==> src/rtl/ifu_ibuf_if.sv <==
// Handshake bundle between fetch, the instruction buffer and the decode stage.
// The buffer uses the slave modport; fetch/decode (or a bench) use master.
interface ifu_ibuf_if #(
    parameter int PTR_W = 3
) ();
    logic              rtu_global_flush;
    logic              y_idu_id_stall_ctrl;
    logic              ifu_ibuf_wr_vld;
    logic [63:0]       ifu_ibuf_wr_pc;
    logic [31:0]       ifu_ibuf_wr_inst;
    logic              ifu_ibuf_full;
    logic              ifu_ibuf_afull;
    logic [PTR_W:0]    ifu_ibuf_cnt;
    logic              ifu_idu_id_inst_vld;
    logic [63:0]       ifu_idu_id_inst_pc;
    logic [31:0]       ifu_idu_id_inst;

    modport master (
        output rtu_global_flush, y_idu_id_stall_ctrl,
               ifu_ibuf_wr_vld, ifu_ibuf_wr_pc, ifu_ibuf_wr_inst,
        input  ifu_ibuf_full, ifu_ibuf_afull, ifu_ibuf_cnt,
               ifu_idu_id_inst_vld, ifu_idu_id_inst_pc, ifu_idu_id_inst
    );

    modport slave (
        input  rtu_global_flush, y_idu_id_stall_ctrl,
               ifu_ibuf_wr_vld, ifu_ibuf_wr_pc, ifu_ibuf_wr_inst,
        output ifu_ibuf_full, ifu_ibuf_afull, ifu_ibuf_cnt,
               ifu_idu_id_inst_vld, ifu_idu_id_inst_pc, ifu_idu_id_inst
    );
endinterface

==> src/rtl/ifu_ibuf.sv <==
// Circular instruction buffer between fetch and decode, emptied on global flush.
// Define IFU_IBUF_BYPASS_EN to forward a write straight to decode when the buffer is empty.
module ifu_ibuf #(
    parameter int DEPTH = 8,
    parameter int PTR_W = 3
) (
    input  logic        clk,
    input  logic        rst_clk,
    ifu_ibuf_if.slave   bus
);
    localparam logic [PTR_W:0] CNT_FULL  = (PTR_W+1)'(DEPTH);
    localparam logic [PTR_W:0] CNT_AFULL = (PTR_W+1)'(DEPTH - 2);

    logic [95:0]      mem [DEPTH];
    logic [PTR_W-1:0] wptr;
    logic [PTR_W-1:0] rptr;
    logic [PTR_W:0]   cnt;
    logic             empty;
    logic             full;
    logic             byp;
    logic             push;
    logic             pop;
    logic [95:0]      head;

    always_comb begin
        empty = (cnt == '0);
        full  = (cnt == CNT_FULL);
`ifdef IFU_IBUF_BYPASS_EN
        byp   = empty & bus.ifu_ibuf_wr_vld & ~bus.rtu_global_flush;
`else
        byp   = 1'b0;
`endif
        // A bypassed instruction taken by decode this cycle never enters the array.
        push  = bus.ifu_ibuf_wr_vld & ~full & ~bus.rtu_global_flush
                & ~(byp & ~bus.y_idu_id_stall_ctrl);
        pop   = ~empty & ~bus.y_idu_id_stall_ctrl & ~bus.rtu_global_flush;
    end

    always_ff @(posedge clk or posedge rst_clk) begin
        if (rst_clk) begin
            wptr <= '0;
            rptr <= '0;
            cnt  <= '0;
        end else if (bus.rtu_global_flush) begin
            wptr <= '0;
            rptr <= '0;
            cnt  <= '0;
        end else begin
            if (push) wptr <= wptr + 1'b1;
            if (pop)  rptr <= rptr + 1'b1;
            case ({push, pop})
                2'b10:   cnt <= cnt + 1'b1;
                2'b01:   cnt <= cnt - 1'b1;
                default: cnt <= cnt;
            endcase
        end
    end

    always_ff @(posedge clk or posedge rst_clk) begin
        if (rst_clk) begin
            for (int i = 0; i < DEPTH; i++) mem[i] <= '0;
        end else if (push) begin
            mem[wptr] <= {bus.ifu_ibuf_wr_pc, bus.ifu_ibuf_wr_inst};
        end
    end

    always_comb begin
        head                   = mem[rptr];
        bus.ifu_idu_id_inst_vld = ~empty | byp;
        bus.ifu_idu_id_inst_pc  = '0;
        bus.ifu_idu_id_inst     = '0;
        if (byp) begin
            bus.ifu_idu_id_inst_pc = bus.ifu_ibuf_wr_pc;
            bus.ifu_idu_id_inst    = bus.ifu_ibuf_wr_inst;
        end else if (!empty) begin
            bus.ifu_idu_id_inst_pc = head[95:32];
            bus.ifu_idu_id_inst    = head[31:0];
        end
        bus.ifu_ibuf_full  = full;
        bus.ifu_ibuf_afull = (cnt >= CNT_AFULL);
        bus.ifu_ibuf_cnt   = cnt;
    end
endmodule

==> src/flat_wrapper.sv <==
// flat-port wrapper written by rule: the top's interface ports become plain ports
module ifu_ibuf_flat 
#(
    parameter int DEPTH = 8,
    parameter int PTR_W = 3
)
  (clk, rst_clk, bus_rtu_global_flush, bus_y_idu_id_stall_ctrl, bus_ifu_ibuf_wr_vld, bus_ifu_ibuf_wr_pc, bus_ifu_ibuf_wr_inst, bus_ifu_ibuf_full, bus_ifu_ibuf_afull, bus_ifu_ibuf_cnt, bus_ifu_idu_id_inst_vld, bus_ifu_idu_id_inst_pc, bus_ifu_idu_id_inst);
  ifu_ibuf_if #(.PTR_W(PTR_W)) bus_i ();
  input  logic clk;
  input  logic rst_clk;
  input wire logic [$bits(bus_i.rtu_global_flush)-1:0] bus_rtu_global_flush;
  input wire logic [$bits(bus_i.y_idu_id_stall_ctrl)-1:0] bus_y_idu_id_stall_ctrl;
  input wire logic [$bits(bus_i.ifu_ibuf_wr_vld)-1:0] bus_ifu_ibuf_wr_vld;
  input wire logic [$bits(bus_i.ifu_ibuf_wr_pc)-1:0] bus_ifu_ibuf_wr_pc;
  input wire logic [$bits(bus_i.ifu_ibuf_wr_inst)-1:0] bus_ifu_ibuf_wr_inst;
  output wire logic [$bits(bus_i.ifu_ibuf_full)-1:0] bus_ifu_ibuf_full;
  output wire logic [$bits(bus_i.ifu_ibuf_afull)-1:0] bus_ifu_ibuf_afull;
  output wire logic [$bits(bus_i.ifu_ibuf_cnt)-1:0] bus_ifu_ibuf_cnt;
  output wire logic [$bits(bus_i.ifu_idu_id_inst_vld)-1:0] bus_ifu_idu_id_inst_vld;
  output wire logic [$bits(bus_i.ifu_idu_id_inst_pc)-1:0] bus_ifu_idu_id_inst_pc;
  output wire logic [$bits(bus_i.ifu_idu_id_inst)-1:0] bus_ifu_idu_id_inst;
  assign bus_i.rtu_global_flush = bus_rtu_global_flush;
  assign bus_i.y_idu_id_stall_ctrl = bus_y_idu_id_stall_ctrl;
  assign bus_i.ifu_ibuf_wr_vld = bus_ifu_ibuf_wr_vld;
  assign bus_i.ifu_ibuf_wr_pc = bus_ifu_ibuf_wr_pc;
  assign bus_i.ifu_ibuf_wr_inst = bus_ifu_ibuf_wr_inst;
  assign bus_ifu_ibuf_full = bus_i.ifu_ibuf_full;
  assign bus_ifu_ibuf_afull = bus_i.ifu_ibuf_afull;
  assign bus_ifu_ibuf_cnt = bus_i.ifu_ibuf_cnt;
  assign bus_ifu_idu_id_inst_vld = bus_i.ifu_idu_id_inst_vld;
  assign bus_ifu_idu_id_inst_pc = bus_i.ifu_idu_id_inst_pc;
  assign bus_ifu_idu_id_inst = bus_i.ifu_idu_id_inst;
  ifu_ibuf #(.DEPTH(DEPTH), .PTR_W(PTR_W)) u_core (.clk(clk), .rst_clk(rst_clk), .bus(bus_i));
endmodule
==> config.mk <==
export PLATFORM = sky130hd
export DESIGN_NAME = ifu_ibuf_flat
export DESIGN_NICKNAME = d
export VERILOG_FILES = /design/src/rtl/ifu_ibuf_if.sv /design/src/rtl/ifu_ibuf.sv /design/src/flat_wrapper.sv
export SDC_FILE = /design/constraint.sdc
export NUM_CORES = 1
export LEC_CHECK = 0
export CORE_ASPECT_RATIO = 2
export CORE_UTILIZATION = 52
export DETAILED_ROUTE_END_ITERATION = 12
export PLACE_DENSITY = 0.71
export SETUP_SLACK_MARGIN = 0.15
export SYNTH_ARGS = -nofsm -noshare
export SYNTH_HDL_FRONTEND = slang
export SYNTH_SLANG_ARGS = --single-unit
==> constraint.sdc <==
create_clock -name clk -period 44.4 [get_ports clk]
set_input_delay 13.32 -clock clk [delete_from_list [all_inputs] [get_ports clk]]
set_output_delay 13.32 -clock clk [all_outputs]
set_load 0.01 [all_outputs]
==> flow_metrics.tcl, run 1 <==
set metrics [dict create \
    cp-start-kind "register" \
    drt_first_pass_iters 4 \
    layout_common_cells "dfrtp_1 (775), mux2_2 (663), clkdlybuf4s50_1 (203), mux4_2 (192)" \
    fp.dieW_microns 187 \
    vias 19400 \
    cp_max_fo 94 \
    clkPwrFrac_pct 24.0 \
    p_leak_nw 18.3 \
    overflow 0 \
    grt_usage_pct 24.1 \
    drt_iter0_markers 901 \
    min_period_over_period_pct 40.4 \
    cp.arrival_ns 4.63 \
    post-place-ws_ns 26.48 \
    routedWlPerCell_microns 24.7 \
    grt.met1_usage_pct 30.4 \
    p_comb_share_pct 35.9 \
    drt-total-wl_microns 80500 \
    nets 2410 \
    seq_area_frac_synth_pct 55.0 \
    ctsResizeCount 0 \
    cp.required_ns 31.08 \
    drive_gt1_share_pct 42.3 \
    grt_util_met3_pct 3.64 \
    max_freq_mhz 55.7 \
    placementRows 135 \
    fin_cells 3254 \
    clockBufferDepth 3 \
    p_int_mw 1.74 \
    post_cts_buffers 0 \
    avgSynthCellArea_sq_um 16.4 \
    slew_viol_final 0 \
    io_pins 204 \
    syn_to_final_growth_pct 12.8 \
    routed_via_density 5.98 \
    netSwitchingFraction_pct 30.5 \
    die_area_sq_um 69200 \
    top_usage_layer "met2" \
    min_path_type "reg -> reg" \
    synthesis.nets 2261 \
    finalSetupTns_ns 0 \
    ys_ff_latch 778 \
    path_class "reg -> out" \
    fillerInstances 5234 \
    worst_pin_slew_ns 1.22 \
    endpoint_kind "primary output" \
    rsz0062_at_grt "no" \
    cts_buffers 69 \
    port_buffers 203 \
    ys_warn_count 0 \
    power_frac_seq_pct 40.1 \
    initial_utilization_pct 52.4 \
    ff_latch_area_sq_um 19500 \
    max_cap_violations 0 \
    finalHoldViolCount 0 \
    ant_nets 0 \
    final_common_cell "dfrtp_1" \
    dp_hpwl_microns 45100 \
    first_global_vias 22000 \
    cts_root_buf "clkbuf_16" \
    hold-worst-slack_ns 0.488 \
    clock_skew_ns 0.0180 \
    dp_cells 3124 \
    clock_sinks 778 \
    setup_ws_ns 26.45 \
    switching_power_mw 0.765 \
    antenna_found_initial 5 \
    tritoncts "yes" \
    holdBufCountCts 0 \
    grt_pass1_wl_microns 128000 \
    grt_max_degree 149 \
    ys_types 37 \
    syn_area_sq_um 35400 \
    ctsHtreeMaxLevel 3 \
    synth_cells 2156 \
    die_y_microns 371 \
    peakVddDrop_mv 0.139 \
    drcViolationCount 0 \
    slew_headroom_pct 18.5 \
    met2_usage_pct 42.4 \
    finalCriticalPeriod_ns 17.95 \
    status "completed" \
    path_clk_slew_ns 0.06 \
    core_sq_um 67600 \
    multi_input_area_sq_um 14800 \
    globalplace.congestion 0.744 \
    pwr_density_cell_nw_per_um2 62.8 \
    finalSetupViolCount 0 \
    clock_latency_ns 0.62 \
]
## area by class of cell
cell class / count / share of cell area [%]
Tap cell: 890 / 2.79
Clock inverter: 16 / 0.514
Timing Repair Buffer: 231 / 5.65
Clock buffer: 109 / 5.11
Multi-Input combinational cell: 1221 / 37.1
Sequential cell: 778 / 48.8
Inverter: 4 / 0.0564
Antenna cell: 5 / 0.0313
## per-layer routing
metal	share of wire [%]	routed length, microns
met2	52	42100
met4	2.5	2010
met1	41	33100
met3	4.1	3300
met5	0.029	23
## worst paths after layout
path	cells after the start	end	from	slack [ns]
setup / recovery	6	bus_ifu_idu_id_inst[1]	u_core.rptr[0]$_DFFE_PP0P_	26.45
hold / removal	1	u_core.mem[221]$_DFFE_PP0P_	u_core.mem[221]$_DFFE_PP0P_	0.49
setup reg to reg	9	u_core.bus.ifu_ibuf_cnt[3]$_DFFE_PP0P_	u_core.bus.ifu_ibuf_cnt[1]$_DFFE_PP0P_	40.33
hold reg to reg	1	u_core.mem[221]$_DFFE_PP0P_	u_core.mem[221]$_DFFE_PP0P_	0.49
max in group asynchronous	5	u_core.mem[237]$_DFFE_PP0P_	rst_clk	27.24
min in group asynchronous	2	u_core.mem[182]$_DFFE_PP0P_	rst_clk	13.34
## state kept, by name (all words and copies together), names as in the netlist
name,flops
u_core.rptr,3
u_core.mem,768
u_core.wptr,3
u_core.bus.ifu_ibuf_cnt,4
## kinds of logic (layout without fill, tap and decap cells)
| kind of cell | after synthesis | in the layout | synth area share, % |
|---|---|---|---|
| other cells | 0 | 5 | 0 |
| compound gates | 16 | 16 | 0.293 |
| simple gates | 136 | 136 | 1.80 |
| buf+inv | 157 | 360 | 3.21 |
| xor+xnor | 8 | 8 | 0.198 |
| mux | 1057 | 1057 | 39.4 |
| flops | 778 | 778 | 55.0 |
| fa+ha+maj | 4 | 4 | 0.141 |
## power by group through the flow
stage	clock, mW	combinational, mW	sequential [mW]
after floorplan	0	0.598	0.974
after global placement	0	0.897	0.999
after detailed placement	0	0.915	1.02
after CTS	0.618	0.919	1.01
after global routing	0.643	0.971	1.03
final	0.602	0.900	1.01
## per-stage QoR
stage | area (sq um) | utilization, % | power (mW)
after floorplan | 35400 | - | 1.57
after global placement | 37700 | 55.8 | 1.90
after detailed placement | 37700 | 55.8 | 1.93
after CTS | 39900 | 59.1 | 2.54
after global routing | 39900 | 59.1 | 2.65
final | 39900 | 59.1 | 2.51
## critical path: stages (launching register included)
cell,delay (ns)
dfrtp_4,0.91
buf_4,0.70
buf_12,0.58
mux4_2,0.61
mux2i_1,0.31
nor2_1,0.08
clkdlybuf4s50_1,0.51
## synth_stat cells
master,count,share of area [%]
dfrtp_1,778,55
xnor2_1,2,0.049
mux4_2,192,12
buf_8,6,0.25
a31oi_1,1,0.018
mux2_1,106,3.4
buf_12,4,0.23
xor2_1,6,0.15
o32ai_1,1,0.025
nand3_4,2,0.099
and3_1,2,0.035
nand2_4,6,0.19
buf_1,16,0.17
a21oi_1,5,0.071
o21ai_0,3,0.042
clkbuf_1,35,0.37
a32oi_1,2,0.049
buf_4,40,0.85
nor4_1,1,0.018
nor2_1,106,1.1
mux2_2,663,21
nand3_1,3,0.042
mux2i_1,96,2.7
a211oi_1,1,0.021
ha_1,4,0.14
buf_6,32,1.0
or2_2,1,0.018
nand2_1,4,0.042
a31o_2,1,0.025
or4b_4,1,0.039
or3b_2,1,0.025
inv_1,4,0.042
buf_2,20,0.28
or3_1,2,0.035
and4b_1,1,0.028
nor2b_1,6,0.11
a21o_1,2,0.042
No activity file was read; power rests on OpenSTA's default activity.
==> run 2: changes to the inputs <==
- PLACE_DENSITY: 0.71 -> 0.74
- clock period: 44.4 -> 15.23 ns (I/O delays scaled with it)
==> run 2 against run 1 <==
  * Design area increased by 0.53%
  * Clock skew increased by 0.0054 ns
  * Sequential share of layout area shrank 0.26 points
  * Global-route usage fell by 0.22 points
  * Power rose to 3.0 times the previous value
  * Largest power group unchanged
  * Non-clock buffer count decreased by 1
  * Clock power increased to 3.1 times the previous value
  * Core utilization increased by 0.31 points
  * Critical endpoint is now bus_ifu_idu_id_inst_pc[11]
  * Register-to-register slack got worse by 29 ns
  * Highest routed layer unchanged
  * Worst hold slack worse by 0.0012 ns
  * Final cell count is essentially flat
==> flow_metrics.tcl, run 2 (synthesis gave the netlist of run 1 again) <==
set metrics [dict create \
    finalHoldViolCount 0 \
    slew_viol_final 0 \
    ctsHtreeMaxLevel 3 \
    clockBufferDepth 3 \
    clock_skew_ns 0.0234 \
    crit_buf_inv 3 \
    placementRows 135 \
    fp.dieW_microns 187 \
    layout_common_cells "dfrtp_1 (775), mux2_2 (663), clkdlybuf4s50_1 (203), mux4_2 (192)" \
    initial_utilization_pct 52.4 \
    max_freq_mhz 112 \
    finalSetupViolCount 0 \
    status "completed" \
    critPathMostFrequentCell "buf_4" \
    worstHoldStart "u_core.mem[21]$_DFFE_PP0P_" \
    largest_register_ffs 768 \
    cp_top_family "buffers and inverters" \
    drive_gt1_share_pct 43.0 \
    peakVddDrop_mv 0.230 \
    tritoncts "yes" \
    vias 19600 \
    dp_hpwl_microns 44900 \
    nets 2411 \
    max_cap_violations 0 \
    cp.arrival_ns 4.39 \
    post_cts_buffers 0 \
    core_sq_um 67600 \
    drt-total-wl_microns 80000 \
    path_cells "buf_4 > buf_4 > mux4_2 > mux2i_1 > nor2_1 > clkdlybuf4s50_1" \
    cts_buffers 71 \
    fillerInstances 5168 \
    post_dp_cell_area_sq_um 37700 \
    antenna_found_initial 8 \
    pwr_density_cell_nw_per_um2 185 \
    p_leak_nw 18.4 \
    slew_headroom_pct 23.0 \
    drt_first_pass_iters 5 \
    cp-startpoint "u_core.rptr[1]$_DFFE_PP0P_" \
    io_pins 204 \
    grt_usage_pct 23.9 \
    ctsResizeCount 0 \
    regMostFlops "u_core.mem" \
    holdBufCountCts 0 \
    cp.required_ns 10.66 \
    die_area_sq_um 69200 \
    cpPeakStageDelay_ns 0.91 \
    min_path_type "reg -> reg" \
    endpoint_kind "primary output" \
    final_common_cell "dfrtp_1" \
    timing.rr.start "u_core.bus.ifu_ibuf_cnt[1]$_DFFE_PP0P_" \
    clock_sinks 778 \
    overflow 0 \
    globalplace.congestion 0.742 \
    cp_max_fo 58 \
    min_period_over_period_pct 58.8 \
    rsz0062_at_grt "no" \
    drcViolationCount 0 \
    syn_to_final_growth_pct 13.4 \
    worst_pin_slew_ns 1.15 \
    fin_cells 3256 \
    finalCriticalPeriod_ns 8.96 \
    path_clk_slew_ns 0.06 \
    cp.depth 6 \
    r2r_cells 5 \
    cts_root_buf "clkbuf_16" \
    regToRegSetupSlack_ns 11.50 \
    routed_via_density 6.01 \
    drt_iter0_markers 947 \
    dp_cells 3123 \
    min_path_cells 1 \
    hold-worst-slack_ns 0.487 \
    cp-start-kind "register" \
    crit_slowest_cell "dfrtp_4" \
    first_global_vias 22300 \
    fin_area_sq_um 40200 \
    die_y_microns 371 \
    grt_max_degree 203 \
    path_class "reg -> out" \
    port_buffers 203 \
    grt_pass1_wl_microns 128000 \
    routedWlPerCell_microns 24.6 \
    clock_latency_ns 0.60 \
    ant_nets 0 \
]
==> run 2: cell count changes in the layout (fill, tap and decap cells not counted), moves of 3 or more <==
cell,previous run,this run
clkbuf_1,26,13
clkinv_2,5,14
clkinvlp_4,1,5
buf_4,27,24
bufinv_16,4,7
clkbuf_16,71,74
==> run 2: path summary, 6_finish.rpt <==
path	to
worst max register to register	u_core.mem[621]$_DFFE_PP0P_
min in group asynchronous	u_core.mem[317]$_DFFE_PP0P_
worst min register to register	u_core.mem[21]$_DFFE_PP0P_
worst max-delay path	bus_ifu_idu_id_inst_pc[11]
worst min-delay path	u_core.mem[21]$_DFFE_PP0P_
max in group asynchronous	u_core.rptr[0]$_DFFE_PP0P_
==> run 2: area by class of cell <==
class / count / area (sq um) / area share [%]
Antenna cell: 3 / 7.51 / 0.0187
Clock buffer: 101 / 2090 / 5.21
Clock inverter: 29 / 353 / 0.879
Inverter: 4 / 18.8 / 0.0467
Multi-Input combinational cell: 1221 / 14800 / 36.9
Sequential cell: 778 / 19500 / 48.5
Tap cell: 890 / 1110 / 2.77
Timing Repair Buffer: 230 / 2270 / 5.66
==> run 2: worst reg2reg max path, stage by stage, from the launching register on <==
cell     delay (ns)
dfrtp_1        0.51
or4b_4         0.64
and3_1         0.33
nand2_4        0.73
buf_4          0.93
mux2_2         0.48
==> run 2: power breakdown <==
group,internal [mW],switching [mW]
registers,2.62,0.324
logic,1.47,1.15
clock network,1.08,0.779
total,5.18,2.25
==> run 2: routing by layer <==
metal | up-vias | global-route usage (%) | part of all wire, % | wire [microns]
li1 | 8287 | - | - | -
met1 | 10700 | 30.4 | 42 | 33300
met2 | 395 | 41.9 | 52 | 41600
met3 | 137 | 3.90 | 4.0 | 3200
met4 | 12 | 7.03 | 2.2 | 1800
met5 | - | 0 | 0.11 | 87
==> run 2: stage by stage <==
stage	power, mW	setup TNS, ns	util, %	worst slack [ns]
6_report	7.43	0	59.4	6.27
5_1_grt	7.82	0	59.4	6.16
4_1_cts	7.53	0	59.4	6.21
3_5_place_dp	5.64	0	55.8	6.85
3_3_place_gp	5.53	0	55.8	6.85
2_1_floorplan	4.59	-9.34	-	-0.0120
==> run 3: changes to the inputs <==
- PLACE_DENSITY: 0.74 -> 0.71
- clock period: 15.23 -> 9.15 ns (I/O delays scaled with it)
==> run 3 against run 2 <==
  * Non-clock buffer count rose by 1
  * Sequential cell count did not move
  * Sequential share of layout area barely moved
  * Die area did not move
  * Critical path type unchanged
  * Largest cell class unchanged
  * Highest routed layer unchanged
==> flow_metrics.tcl, run 3 (synthesis gave the netlist of run 1 again) <==
set metrics [dict create \
    antenna_found_initial 7 \
    fin_cells 3248 \
    overflow 0 \
    finalSetupTns_ns 0 \
    cts_buffers 70 \
    syn_to_final_growth_pct 13.3 \
    r2r_cells 5 \
    fp.dieW_microns 187 \
    finalCriticalPeriod_ns 6.60 \
    clockBufferDepth 3 \
    min_period_over_period_pct 72.1 \
    crit_slowest_cell "dfrtp_4" \
    final_util_pct 59.4 \
    pwr_density_cell_nw_per_um2 306 \
    max_cap_violations 0 \
    layout_common_cells "dfrtp_1 (775), mux2_2 (663), clkdlybuf4s50_1 (203), mux4_2 (192)" \
    path_clk_slew_ns 0.06 \
    hold-worst-slack_ns 0.488 \
    tritoncts "yes" \
    dp_cells 3124 \
    fin_area_sq_um 40100 \
    cpPeakStageDelay_ns 1.12 \
    rsz0062_at_grt "no" \
    finalHoldViolCount 0 \
    post_cts_buffers 0 \
    clock_latency_ns 0.62 \
    clock_sinks 778 \
    cp.required_ns 6.41 \
    ctsHtreeMaxLevel 3 \
    slew_headroom_pct 22.1 \
    path_class "reg -> out" \
    nets 2411 \
    max_freq_mhz 152 \
    post-place-ws_ns 3.01 \
    drt_iter0_markers 930 \
    holdBufCountCts 0 \
    die_y_microns 371 \
    worst_pin_slew_ns 1.17 \
    port_buffers 203 \
    finalSetupViolCount 0 \
    cp_top_family "buffers and inverters" \
    globalplace.congestion 0.734 \
    first_global_vias 22100 \
    drive_gt1_share_pct 42.6 \
    post_dp_cell_area_sq_um 37800 \
    p_total_mw 12.3 \
    grt_usage_pct 23.9 \
    setup_ws_ns 2.55 \
    endpoint_kind "primary output" \
    placementRows 135 \
    cp_max_fo 60 \
    slew_viol_final 0 \
    ctsResizeCount 0 \
    status "completed" \
    drcViolationCount 0 \
    fillerInstances 5201 \
    io_pins 204 \
    ant_nets 0 \
    drt_first_pass_iters 5 \
    cp-start-kind "register" \
    final_common_cell "dfrtp_1" \
    regMostFlops "u_core.mem" \
    routed_via_density 5.98 \
    cts_root_buf "clkbuf_16" \
    routedWlPerCell_microns 24.5 \
    crit_buf_inv 2 \
    core_sq_um 67600 \
    vias 19400 \
    initial_utilization_pct 52.4 \
    grt_max_degree 199 \
    die_area_sq_um 69200 \
    dp_hpwl_microns 44800 \
    cp.arrival_ns 3.85 \
    min_path_cells 1 \
    peakVddDrop_mv 0.703 \
    grt_pass1_wl_microns 127000 \
    cp.depth 5 \
    min_path_type "reg -> reg" \
    drt-total-wl_microns 79500 \
    largest_register_ffs 768 \
    path_cells "buf_4 > mux4_2 > mux2i_1 > nor2_1 > clkdlybuf4s50_1" \
    p_leak_nw 18.4 \
    clock_skew_ns 0.0142 \
]
## run 3: routing by layer
metal / GRT usage (%) / up-vias / routed length, microns
met5: 0 / - / 69
met4: 7.31 / 10 / 1970
met3: 5.16 / 135 / 3980
met2: 40.7 / 390 / 40500
met1: 30.5 / 10600 / 32900
li1: - / 8272 / -
## run 3: cell type report
cell class	count	area [sq um]	share of cell area [%]
flip-flops and latches	778	19500	48.5
multi-input cells	1221	14800	36.9
repair buffers	231	2350	5.87
clock buffers	106	2110	5.26
well taps	890	1110	2.77
clock inverters	15	233	0.580
inverters	4	18.8	0.0468
diodes	3	7.51	0.0187
## run 3: worst reg2reg max path, cell delays in order, from the launching register on
cell,delay [ns]
dfrtp_1,0.50
or4b_4,0.63
and4b_1,0.32
nand3_4,0.74
buf_4,0.87
mux2_2,0.46
## run 3: final timing paths
| kind | slack, ns | start | to |
|---|---|---|---|
| worst max-delay path | 2.55 | u_core.rptr[1]$_DFFE_PP0P_ | bus_ifu_idu_id_inst_pc[31] |
| worst min-delay path | 0.49 | u_core.mem[607]$_DFFE_PP0P_ | u_core.mem[607]$_DFFE_PP0P_ |
| worst max register to register | 5.52 | u_core.bus.ifu_ibuf_cnt[1]$_DFFE_PP0P_ | u_core.mem[72]$_DFFE_PP0P_ |
| worst min register to register | 0.49 | u_core.mem[607]$_DFFE_PP0P_ | u_core.mem[607]$_DFFE_PP0P_ |
| max in group asynchronous | 4.70 | rst_clk | u_core.mem[278]$_DFFE_PP0P_ |
| min in group asynchronous | 2.49 | rst_clk | u_core.mem[126]$_DFFE_PP0P_ |
## run 3: report_power, final
| part | leakage, nW | switching (mW) | internal, mW |
|---|---|---|---|
| combinational | 6.88 | 1.89 | 2.46 |
| clock | 1.16 | 1.27 | 1.76 |
| sequential | 10.3 | 0.542 | 4.36 |
